==> config.mk <==
export PLATFORM = sky130hd
export DESIGN_NAME = ps2_key_rx
export DESIGN_NICKNAME = d
export VERILOG_FILES = /design/src/rtl/ps2_pkg.sv /design/src/rtl/ps2_key_fifo.sv /design/src/rtl/ps2_key_rx.sv
export SDC_FILE = /design/constraint.sdc
export NUM_CORES = 1
export LEC_CHECK = 0
export BUFFER_PORTS_ARGS = -buffer_cell sky130_fd_sc_hd__buf_2
export CORE_MARGIN = 2
export CORE_UTILIZATION = 60
export CTS_CLUSTER_DIAMETER = 120
export DETAILED_ROUTE_END_ITERATION = 8
export PLACE_DENSITY = 0.78
export SYNTH_ARGS = -nofsm -noshare
export SYNTH_HDL_FRONTEND = slang
export SYNTH_SLANG_ARGS = --single-unit
==> constraint.sdc <==
create_clock -name FPGAClk -period 5.3 [get_ports FPGAClk]
set_clock_uncertainty 0.2 [all_clocks]
set_input_delay 0.265 -clock FPGAClk [delete_from_list [all_inputs] [get_ports FPGAClk]]
set_output_delay 0.265 -clock FPGAClk [all_outputs]
set_load 0.1 [all_outputs]
==> src/rtl/ps2_pkg.sv <==
// Shared types and constants for the PS/2 keyboard receiver.
package ps2_pkg;

    typedef enum logic [1:0] {
        IDLE   = 2'd0,
        DATA   = 2'd1,
        PARITY = 2'd2,
        STOP   = 2'd3
    } ps2_state_t;

    localparam logic [7:0] PS2_EXT    = 8'hE0;
    localparam logic [7:0] PS2_BRK    = 8'hF0;
    localparam logic [7:0] PS2_LSHIFT = 8'h12;
    localparam logic [7:0] PS2_RSHIFT = 8'h59;

    typedef struct packed {
        logic       ext;
        logic       brk;
        logic [7:0] code;
    } ps2_entry_t;

    localparam int unsigned ENTRY_W = $bits(ps2_entry_t);

endpackage

==> src/rtl/ps2_key_fifo.sv <==
// Show-ahead synchronous FIFO for key events; head reads as zero while empty.
module ps2_key_fifo
    import ps2_pkg::*;
#(
    parameter int unsigned DEPTH = 8,
    parameter int unsigned WIDTH = ENTRY_W,
    parameter int unsigned CNT_W = $clog2(DEPTH + 1)
) (
    input  logic             FPGAClk,
    input  logic             rst,
    input  logic             wr_en,
    input  logic [WIDTH-1:0] wr_data,
    input  logic             rd_en,
    output logic [WIDTH-1:0] rd_data,
    output logic [CNT_W-1:0] count,
    output logic             full,
    output logic             empty
);

    localparam int unsigned AW = $clog2(DEPTH);

    logic [WIDTH-1:0] mem [DEPTH];
    logic [AW-1:0]    wr_ptr;
    logic [AW-1:0]    rd_ptr;
    logic [CNT_W-1:0] count_d;
    logic             do_push;
    logic             do_pop;

    // A pop frees the slot, so a push while full is accepted in the same cycle.
    assign do_pop  = rd_en && !empty;
    assign do_push = wr_en && (!full || do_pop);
    assign rd_data = empty ? '0 : mem[rd_ptr];

    always_comb begin
        count_d = count;
        if (do_push && !do_pop) begin
            count_d = count + CNT_W'(1);
        end else if (!do_push && do_pop) begin
            count_d = count - CNT_W'(1);
        end
    end

    always_ff @(posedge FPGAClk) begin
        if (rst) begin
            wr_ptr <= '0;
            rd_ptr <= '0;
            count  <= '0;
            full   <= 1'b0;
            empty  <= 1'b1;
        end else begin
            if (do_push) wr_ptr <= wr_ptr + AW'(1);
            if (do_pop)  rd_ptr <= rd_ptr + AW'(1);
            count <= count_d;
            full  <= (count_d == CNT_W'(DEPTH));
            empty <= (count_d == '0);
        end
    end

    always_ff @(posedge FPGAClk) begin
        if (do_push) mem[wr_ptr] <= wr_data;
    end

endmodule

==> src/rtl/ps2_key_rx.sv <==
// PS/2 keyboard receiver: oversampled clock filter, frame FSM, prefix/shift decode, event FIFO.
// Define PS2_PARITY_CHECK_EN to drop bad-parity bytes with an err_parity pulse.
module ps2_key_rx
    import ps2_pkg::*;
#(
    parameter int unsigned FILTER_LEN     = 8,
    parameter int unsigned TIMEOUT_CYCLES = 10000,
    parameter int unsigned FIFO_DEPTH     = 8
) (
    input  logic                            FPGAClk,
    input  logic                            rst,
    input  logic                            PS2Clk,
    input  logic                            datain,
    output logic                            key_valid,
    input  logic                            key_ready,
    output logic [7:0]                      key_code,
    output logic                            key_break,
    output logic                            key_ext,
    output logic [$clog2(FIFO_DEPTH+1)-1:0] fifo_count,
    output logic                            shift,
    output logic                            err_parity,
    output logic                            err_frame,
    output logic                            err_overflow
);

    localparam int unsigned CNT_W = $clog2(FIFO_DEPTH + 1);
    localparam int unsigned TO_W  = $clog2(TIMEOUT_CYCLES + 1);

    logic [1:0]            clk_sync;
    logic [1:0]            dat_sync;
    logic [FILTER_LEN-1:0] filt;
    logic [FILTER_LEN-1:0] filt_next;
    logic                  filt_clk;
    logic                  fall;
    logic                  data_s;

    assign filt_next = {filt[FILTER_LEN-2:0], clk_sync[1]};
    assign data_s    = dat_sync[1];

    // Filtered clock only moves when the whole window agrees; falling moves strobe fall.
    always_ff @(posedge FPGAClk) begin
        if (rst) begin
            clk_sync <= '1;
            dat_sync <= '1;
            filt     <= '1;
            filt_clk <= 1'b1;
            fall     <= 1'b0;
        end else begin
            clk_sync <= {clk_sync[0], PS2Clk};
            dat_sync <= {dat_sync[0], datain};
            filt     <= filt_next;
            fall     <= 1'b0;
            if (filt_clk && (filt_next == '0)) begin
                filt_clk <= 1'b0;
                fall     <= 1'b1;
            end else if (!filt_clk && (&filt_next)) begin
                filt_clk <= 1'b1;
            end
        end
    end

    ps2_state_t      state;
    ps2_state_t      state_nxt;
    logic [2:0]      bit_idx;
    logic [7:0]      shreg;
    logic [TO_W-1:0] to_cnt;
    logic            timeout_c;
    logic            frame_err_c;
    logic            parity_err_c;
    logic            byte_good_c;
`ifdef PS2_PARITY_CHECK_EN
    logic            par_bit;
    logic            par_ok;
    assign par_ok = ^{shreg, par_bit};
`endif

    assign timeout_c = (state != IDLE) && !fall && (to_cnt == TO_W'(TIMEOUT_CYCLES - 1));

    always_ff @(posedge FPGAClk) begin
        if (rst) state <= IDLE;
        else     state <= state_nxt;
    end

    always_comb begin
        state_nxt = state;
        if (timeout_c) begin
            state_nxt = IDLE;
        end else if (fall) begin
            case (state)
                IDLE:    if (!data_s) state_nxt = DATA;
                DATA:    if (bit_idx == 3'd7) state_nxt = PARITY;
                PARITY:  state_nxt = STOP;
                STOP:    state_nxt = IDLE;
                default: state_nxt = IDLE;
            endcase
        end
    end

    always_comb begin
        frame_err_c  = 1'b0;
        parity_err_c = 1'b0;
        byte_good_c  = 1'b0;
        if (timeout_c) begin
            frame_err_c = 1'b1;
        end else if (fall) begin
            case (state)
                IDLE: if (data_s) frame_err_c = 1'b1;
                STOP: begin
                    if (!data_s) frame_err_c = 1'b1;
`ifdef PS2_PARITY_CHECK_EN
                    else if (!par_ok) parity_err_c = 1'b1;
`endif
                    else byte_good_c = 1'b1;
                end
                default: ;
            endcase
        end
    end

    // Bit capture and inter-edge timeout counter.
    always_ff @(posedge FPGAClk) begin
        if (rst) begin
            bit_idx <= '0;
            shreg   <= '0;
            to_cnt  <= '0;
`ifdef PS2_PARITY_CHECK_EN
            par_bit <= 1'b0;
`endif
        end else begin
            to_cnt <= (fall || state == IDLE) ? '0 : to_cnt + TO_W'(1);
            if (fall) begin
                case (state)
                    IDLE: bit_idx <= '0;
                    DATA: begin
                        shreg   <= {data_s, shreg[7:1]};
                        bit_idx <= bit_idx + 3'd1;
                    end
`ifdef PS2_PARITY_CHECK_EN
                    PARITY: par_bit <= data_s;
`endif
                    default: ;
                endcase
            end
        end
    end

    logic       ext_pend;
    logic       brk_pend;
    logic       push_q;
    ps2_entry_t push_entry;

    always_ff @(posedge FPGAClk) begin
        if (rst) begin
            ext_pend   <= 1'b0;
            brk_pend   <= 1'b0;
            push_q     <= 1'b0;
            push_entry <= '0;
            err_frame  <= 1'b0;
            err_parity <= 1'b0;
        end else begin
            err_frame  <= frame_err_c;
            err_parity <= parity_err_c;
            push_q     <= 1'b0;
            if (byte_good_c) begin
                if (shreg == PS2_EXT) begin
                    ext_pend <= 1'b1;
                end else if (shreg == PS2_BRK) begin
                    brk_pend <= 1'b1;
                end else begin
                    push_q          <= 1'b1;
                    push_entry.ext  <= ext_pend;
                    push_entry.brk  <= brk_pend;
                    push_entry.code <= shreg;
                    ext_pend        <= 1'b0;
                    brk_pend        <= 1'b0;
                end
            end
        end
    end

    ps2_entry_t head;
    logic       fifo_full;
    logic       fifo_empty;
    logic       pop;

    assign key_valid = !fifo_empty;
    assign pop       = key_valid && key_ready;
    assign key_code  = head.code;
    assign key_break = head.brk;
    assign key_ext   = head.ext;

    ps2_key_fifo #(
        .DEPTH (FIFO_DEPTH),
        .WIDTH (ENTRY_W),
        .CNT_W (CNT_W)
    ) u_fifo (
        .FPGAClk (FPGAClk),
        .rst     (rst),
        .wr_en   (push_q),
        .wr_data (push_entry),
        .rd_en   (key_ready),
        .rd_data (head),
        .count   (fifo_count),
        .full    (fifo_full),
        .empty   (fifo_empty)
    );

    // Shift state follows the write attempt, whether or not the FIFO had room.
    logic lsh;
    logic rsh;
    logic lsh_d;
    logic rsh_d;

    always_comb begin
        lsh_d = lsh;
        rsh_d = rsh;
        if (push_q && !push_entry.ext) begin
            if (push_entry.code == PS2_LSHIFT) lsh_d = !push_entry.brk;
            if (push_entry.code == PS2_RSHIFT) rsh_d = !push_entry.brk;
        end
    end

    always_ff @(posedge FPGAClk) begin
        if (rst) begin
            lsh          <= 1'b0;
            rsh          <= 1'b0;
            shift        <= 1'b0;
            err_overflow <= 1'b0;
        end else begin
            lsh          <= lsh_d;
            rsh          <= rsh_d;
            shift        <= lsh_d | rsh_d;
            err_overflow <= push_q && fifo_full && !pop;
        end
    end

endmodule

Yosys cells after proc, flatten, opt, wreduce, memory -nomap -nowiden. Memory sizes are Yosys's and may differ from the RTL's. A register that Yosys moved wholly into a read port is not among the register bits. Cells that the tools add are included.

Register bits after elaboration: 70. Memory bits (writable): 80. Input bits: 5. Output and inout bits: 19. Word-level logic and storage cells: 116. Memories: 1.

Memory list: u_fifo.mem (depth 8, width 10, read ports 1, clocked after Yosys merged registers in 1, write ports 1, line ps2_key_fifo.sv:22) `logic [WIDTH-1:0] mem [DEPTH];`.

Add/subtract/negate cells: 6. Eq/ne operators: 13. Mux-type cells: 30. Bitwise logic cells: 4. Reduce and logical (&&, ||, !) cells: 37.

Operators with widths (number): 1-bit two-way mux (20); 8-bit equality test, second input constant (2); 14-bit by 1-bit adder with 14-bit output, second input constant (1); 14-bit equality test, second input constant (1); 1-bit logical AND (11); 10-bit two-way mux (1); 3-bit by 1-bit adder with 3-bit output, second input constant (3); 8-bit by 5-bit equality test with 1-bit output, second input constant (1); 8-bit by 7-bit equality test with 1-bit output, second input constant (1); 1-bit zero test (8); 8-bit zero test (1); 4-bit two-way mux (2); 2-bit case mux with 4 select lines (1); 2-bit AND reduction (4); 8-bit AND reduction (1); 3-bit two-way mux (2); 2-bit inequality test, second input constant (3); 3-bit case mux with 2 select lines (1); 3-bit AND reduction (2); 2-bit nonzero test (3); 4-bit by 1-bit adder with 4-bit output, second input constant (1); 2-bit equality test, second input constant (2); 4-bit equality test, second input constant (1); 4-bit zero test (1); 11 further kinds (16).

Depth between registers and ports, before layout. Gate-level depths: netlist of run 1.

Depth after elaboration: 9. Mapped depth: 7. Depth with buffers taken out: 7.

Hierarchy. Synthesis of run 1 repeated with hierarchy kept, for this count alone.

Cell total of the unflattened synthesis: 442. Area total of the unflattened synthesis: 5982.0 µm².

By module, submodules not included: ps2_key_fifo (times used 1, cells each 212, area each 3758.6 µm², sequential area each 2702.6 µm²); ps2_key_rx (times used 1, cells each 230, area each 2223.4 µm², sequential area each 1161.1 µm²).

Least setup slack after synthesis of run 1. No wires, ideal clock.

Path kind: register -> output. Start point: register with a tool-made name. End point: output port key_break. Arrival: 2.217 ns. Data required time: 4.835 ns. Setup slack: 2.618 ns. Cell stages (with the launch flop): 5. Cell sequence: dfxtp_1 clkbuf_1 mux4_2 mux2i_1 nor2_1.

RTL lines: to (decl) (line ps2_key_rx.sv:17) `output logic key_break,`.

==> impl_results.md, run 1 <==
- Final Non-Filler Cells: 616
- Vias in the first global route: 3292
- EDFF count, synth: 80
- Pins Over Slew Limit: 0
- Leak pwr: 2.47 nW
- CTS hold repair buffers: 3
- Worst R2R Start: u_fifo.empty
- RD Place Congestion: 0.789
- WL per Instance: 16.2 um
- Max rail drop VDD: 0.000213 V
- Netlist cell types: 46
- Via-per-instance ratio: 5.52
- DRC: 0
- Layout cell share with drive strength beyond 1: 18.4%
- Setup tns final: 0 ns
- Unrepaired setup endpoints after global routing: false
- Clock Power Share: 40.6%
- Reg clk slew, reported paths: 0.06 ns
- Synth warn: 0
- Final setup fails: 0
- Dominant cell type by area after synthesis: edfxtp_1
- Fin crit share: 56.7%
- Initial DRC count: 134
- Final min period: 3.01 ns
- CP startpoint kind: flip-flop
- CP required: 4.84 ns
- Setup Fix Bufs, Post-CTS: 0
- Measured slew at the worst slew-check pin: 1.04 ns
- Int Power: 2.01 mW
- Clock sink count: 153
- Row cnt: 36
- Number of max-cap violations: 0
- Fin. Hold Viols: 0
- Async set-reset flop share out of synthesis: 0%
- Critical Path End Type: primary output
- Worst min path class: in2reg
- TritonCTS buffer count: 17
- Root Driver: clkbuf_8
- Cell count after placement: 581
- Crit-path max FO: 20
- TritonCTS clock tree: done
- Gate power share: 11.4%
- Die area: 0.0107 sq mm
- R2R depth: 4
- Arrival time at the worst endpoint: 2.54 ns
- Longest Clk Path Bufs: 2
- Final net count: 486
- Register area share after synthesis: 65.4%
- Post-Syn Instances: 442
- Final ANT Viol Nets: 0
- Largest net degree at the start of global routing: 47
- Worst rel slew slack: 30.3%
- Ports: 24
- Pwr Density: 403 mW/mm^2
- Worst Hold Depth: 2
- Router iterations before antenna repair: 4
- Depth of the CTS H-tree: 4
- Reg-to-reg setup timing slack: 2.59 ns
- Area Growth Syn to Fin: 13.2%
- Filler Cell Count: 659
- Post-DP HPWL: 6350 um
- Initial Utilization: 61.0%
- Clk_lat worst skew: 0.54 ns
- Synth area leaders: edfxtp_1, dfxtp_1, mux4_2
- Avg Cell Area, Syn: 13.4 sq um
- Die Width: 103 um
- Status: finished clean
- Top_reg_cell synth: edfxtp_1
- Hold path startpoint: rst
- IO buf count: 22
- Core Footprint: 0.00968 sq mm
- Antenna cells: 0
- Fmax: 332 MHz
- Syn Nets: 458
- GRT Total Usage: 20.9%
- Mapped Area: 0.00591 sq mm
- NetSw: 0.686 mW
- Post-CTS Resized: 0
- Critical R2R Capture: u_fifo.mem[5][4]
- Sw frac: 25.4%
- Total gr overflow: 0
- DRT Wirelength: 10000 um
- CP Class: reg2out
- Die Y-Extent: 103 um
- Initial antenna violation count: 0
- Synth Register Bits: 153
- Post-synth top area share: 40.6%
- Flop pwr share: 48.0%
- First-pass GRT wire length: 16200 um
- Via count: 3401
## worst max path at each step
stage	to	slack, ns	cells past startpoint
5_1_grt	key_code[6]	2.16	4
2_1_floorplan	key_break	2.62	4
3_5_place_dp	u_fifo.mem[5][2]	2.51	4
4_1_cts	key_code[2]	2.25	4
3_3_place_gp	u_fifo.mem[6][2]	2.72	4
6_report	key_code[7]	2.29	4
## Yosys cell counts, types with 4 or more instances
| library cell | count |
|---|---|
| nor2_1 | 53 |
| clkbuf_1 | 11 |
| xor2_1 | 10 |
| nand2_1 | 34 |
| nand2b_1 | 6 |
| nor3_1 | 12 |
| dfxtp_1 | 73 |
| xnor2_1 | 6 |
| or3_1 | 4 |
| a21oi_1 | 18 |
| a22o_1 | 10 |
| inv_1 | 9 |
| ha_1 | 11 |
| buf_2 | 6 |
| mux4_2 | 20 |
| nand3_1 | 12 |
| mux2i_1 | 13 |
| or2_2 | 12 |
| edfxtp_1 | 80 |
| nand4_1 | 4 |
## critical path, stage by stage, from the launching register on
cell,delay [ns]
dfxtp_1,0.95
mux4_2,0.39
mux2i_1,0.08
nor2_1,0.14
buf_2,0.45
## sequential cells by signal (all words and copies together), names as in the netlist, named ones only
register / count
lsh: 1
bit_idx: 3
shreg: 8
ext_pend: 1
u_fifo.wr_ptr: 3
clk_sync: 2
err_frame: 1
push_q: 1
filt_clk: 1
u_fifo.count: 4
push_entry: 10
state: 2
brk_pend: 1
filt: 7
u_fifo.mem: 80
u_fifo.empty: 1
rsh: 1
dat_sync: 2
shift: 1
u_fifo.full: 1
u_fifo.rd_ptr: 3
to_cnt: 14
fall: 1
err_overflow: 1
## layout make-up
cell class / count / area (sq um) / area share (%)
clock inverter: 11 / 105 / 1.57
sequential: 153 / 3860 / 57.7
inverter: 9 / 33.8 / 0.505
clock buffer: 21 / 429 / 6.41
timing repair buffer: 28 / 163 / 2.43
tap: 133 / 166 / 2.49
multi-input combinational: 261 / 1930 / 28.9
## power groups by stage
stage	registers, mW	logic, mW	clock network [mW]
2_1_floorplan	1.36	0.214	0
3_3_place_gp	1.32	0.306	0
3_5_place_dp	1.32	0.310	0
4_1_cts	1.30	0.312	1.11
5_1_grt	1.30	0.331	1.16
6_report	1.30	0.309	1.09
## layout by cell type, fill, tap and decap left out, drive strengths merged, types with 2 or more instances in the layout
| master | instances |
|---|---|
| or2 | 12 |
| edfxtp | 80 |
| mux2i | 13 |
| clkbuf | 21 |
| a22o | 10 |
| nor3 | 12 |
| nand3 | 13 |
| nor4b | 4 |
| nand4 | 4 |
| mux4 | 20 |
| or3 | 4 |
| bufinv | 2 |
| or4b | 2 |
| nand2 | 34 |
| dlygate4sd3 | 3 |
| a21oi | 18 |
| clkinv | 8 |
| a22oi | 2 |
| buf | 25 |
| nand2b | 7 |
| xor2 | 10 |
| nor2b | 3 |
| dfxtp | 73 |
| a31oi | 2 |
| and3 | 3 |
| xnor2 | 6 |
| nor2 | 53 |
| inv | 9 |
| o21ai | 3 |
| a41oi | 2 |
| ha | 11 |
## stage by stage
stage	area, sq um	power, mW	hold slack, ns	worst slack [ns]	utilization (%)
final	6690	2.70	0.0806	2.29	69.1
after CTS	6690	2.72	0.0760	2.25	69.1
after detailed placement	6130	1.63	0.194	2.51	63.3
after global routing	6690	2.79	0.132	2.16	69.1
after global placement	6130	1.62	0.192	2.72	63.3
after floorplan	5910	1.58	0.169	2.62	-
## kinds of logic (layout without fill, tap and decap cells)
kind of cell	Yosys count	in the layout	synth area share, %
and+or+nand+nor	157	157	13.3
DFF	153	153	65.4
AOI/OAI and AO/OA	43	43	4.78
muxes	33	33	9.82
buffers and inverters	28	69	1.97
xor gates and xnor gates	16	16	2.37
adders and majority gates	11	11	2.33
other	1	1	0.0634
## routing by layer
layer / vias up / GRT usage (%) / wire length, um
met5: - / 0 / 0
met1: 1639 / 26.3 / 4450
met2: 78 / 33.4 / 4920
met3: 17 / 5.78 / 475
li1: 1667 / - / -
met4: 0 / 10.5 / 162
Power figures use the tool's default switching activity.
==> run 2, diff against run 1 <==
==> constraint.sdc (replaced) <==
create_clock -name FPGAClk -period 3.14 [get_ports FPGAClk]
set_clock_uncertainty 0.2 [all_clocks]
set_input_delay 0.157 -clock FPGAClk [delete_from_list [all_inputs] [get_ports FPGAClk]]
set_output_delay 0.157 -clock FPGAClk [all_outputs]
set_load 0.1 [all_outputs]
==> run 2 against run 1 <==
Net effect: clock-buffer cell count fell by 4; critical path type unchanged; combinational power rose by 73%; non-clock buffer count rose by 8; design area rose by 1.6%; worst setup slack got worse by 1.8 ns; largest cell class unchanged; critical endpoint is now key_code[3].
==> impl_results.md, run 2 (synthesis gave the netlist of run 1 again) <==
- Worst min path class: in2reg (unchanged)
- Post-DP HPWL: 6620 um (was 6350 um)
- Area Growth Syn to Fin: 15.0% (was 13.2%)
- First-pass GRT wire length: 16600 um (was 16200 um)
- Initial antenna violation count: 0 (unchanged)
- Pins Over Slew Limit: 0 (unchanged)
- Depth of the CTS H-tree: 4 (unchanged)
- Min Hold Slack: 0.156 ns (was 0.0806 ns)
- TritonCTS clock tree: done (unchanged)
- Top Registers: u_fifo.mem (80), to_cnt (14), push_entry (10) (unchanged)
- Reg clk slew, reported paths: 0.07 ns (was 0.06 ns)
- Initial DRC count: 260 (was 134)
- Post-layout instance area: 0.00680 sq mm (was 0.00669 sq mm)
- RD Place Congestion: 0.743 (was 0.789)
- Die area: 0.0107 sq mm (unchanged)
- CP required: 2.78 ns (was 4.84 ns)
- IO buf count: 22 (unchanged)
- Measured slew at the worst slew-check pin: 0.710 ns (was 1.04 ns)
- TritonCTS buffer count: 17 (unchanged)
- Ports: 24 (unchanged)
- Final min period: 2.69 ns
- Final net count: 494 (was 486)
- DRC: 0 (unchanged)
- Via-per-instance ratio: 5.54 (was 5.52)
- Largest Register: u_fifo.mem (unchanged)
- Initial Utilization: 61.0% (unchanged)
- Final setup fails: 0 (unchanged)
- DRT Wirelength: 10200 um (was 10000 um)
- Root Driver: clkbuf_8 (unchanged)
- Vias in the first global route: 3365 (was 3292)
- CP Class: reg2out (unchanged)
- Max rail drop VDD: 0.000399 V (was 0.000213 V)
- Post-DP Area: 0.00618 sq mm (was 0.00613 sq mm)
- Fin. Hold Viols: 0 (unchanged)
- Core Footprint: 0.00968 sq mm (unchanged)
- Final Non-Filler Cells: 624 (was 616)
- Max reg flops: 80 (unchanged)
- WL per Instance: 16.4 um (was 16.2 um)
- Final ANT Viol Nets: 0 (unchanged)
- Die Width: 103 um (unchanged)
- Commonest non-fill, non-tap cell in the layout: edfxtp_1 (unchanged)
- Pwr Density: 684 mW/mm^2 (was 403 mW/mm^2)
- Clk_lat worst skew: 0.51 ns (was 0.54 ns)
- Crit-path max FO: 20 (unchanged)
- CP startpoint kind: flip-flop (unchanged)
- Cell count after placement: 588 (was 581)
- Longest Clk Path Bufs: 2 (unchanged)
- Antenna cells: 0 (unchanged)
- Most frequent cells in the layout: edfxtp_1, dfxtp_1, nor2_1, nand2_1, buf_2 (unchanged)
- GRT Total Usage: 21.3% (was 20.9%)
- Clock sink count: 153 (unchanged)
- Total gr overflow: 0 (unchanged)
- PnR Total Power: 4.64 mW (was 2.70 mW)
- Status: finished clean (unchanged)
- Number of max-cap violations: 0 (unchanged)
- Worst rel slew slack: 52.7% (was 30.3%)
- Largest net degree at the start of global routing: 47 (unchanged)
- Unrepaired setup endpoints after global routing: false (unchanged)
- Leak pwr: 2.53 nW (was 2.47 nW)
- Layout cell share with drive strength beyond 1: 20.8% (was 18.4%)
- Setup tns final: 0 ns (unchanged)
- Row cnt: 36 (unchanged)
- Die Y-Extent: 103 um (unchanged)
- Critical Path End Type: primary output (unchanged)
- Setup Fix Bufs, Post-CTS: 0 (unchanged)
- Fmax: 371 MHz
- Via count: 3454 (was 3401)
- Fin crit share: 85.7%
- Arrival time at the worst endpoint: 2.34 ns (was 2.54 ns)
- Router iterations before antenna repair: 4 (unchanged)
-- run 2: cell count changes in the layout (fill, tap and decap cells not counted), sizes merged --
cell	change
inv	+8
clkbuf	-4
clkinv	-2
dlygate4sd3	+1
clkinvlp	-1
buf	+7
bufinv	-1
-- run 2: worst max-delay path: stages (launching register included) --
cell,delay [ns]
dfxtp_1,0.31
buf_4,0.36
mux4_2,0.60
mux2i_1,0.16
nor2_1,0.06
buf_2,0.32
-- run 2: where the power goes --
group          switching [mW]  internal, mW
registers              0.0581          2.12
logic                   0.371         0.164
clock network           0.846          1.09
total                    1.28          3.37
-- run 2: per-layer routing --
layer  GRT usage, %  up-vias  wire (um)
li1               -     1683          -
met1           26.2     1679       4440
met2           37.0       81       5240
met3           6.12       11        435
met4           6.28        0        131
met5              0        -          0
-- run 2: per-stage QoR --
stage / utilization, % / worst slack (ns)
global placement: 63.8 / 0.984
CTS: 70.2 / 0.395
detailed placement: 63.8 / 0.911
finish: 70.2 / 0.448
floorplan: - / 0.566
global route: 70.2 / 0.306
-- run 2: path summary, 6_finish.rpt --
check | start | end | slack (ns) | cells after the start
worst max-delay path | flip-flop | key_code[3] | 0.45 | 5
worst min-delay path | PS2Clk | clk_sync[0] | 0.16 | 3
worst max register to register | u_fifo.empty | u_fifo.mem[0][4] | 0.92 | 5
worst min register to register | clk_sync[0] | clk_sync[1] | 0.22 | 1
-- run 2: what timing repair did --
action | in CTS | in global routing
hold buffers | 4 | 0
resized for setup | 0 | 0
hold endpoints to repair | 16 | 0
-- run 2: area by class of cell --
cell class | instances | area [sq um]
clock inverter | 15 | 161
inverter | 9 | 33.8
clock buffer | 17 | 414
timing repair buffer | 36 | 225
fill | 663 | 2890
tap | 133 | 166
sequential | 153 | 3860
multi-input combinational | 261 | 1930
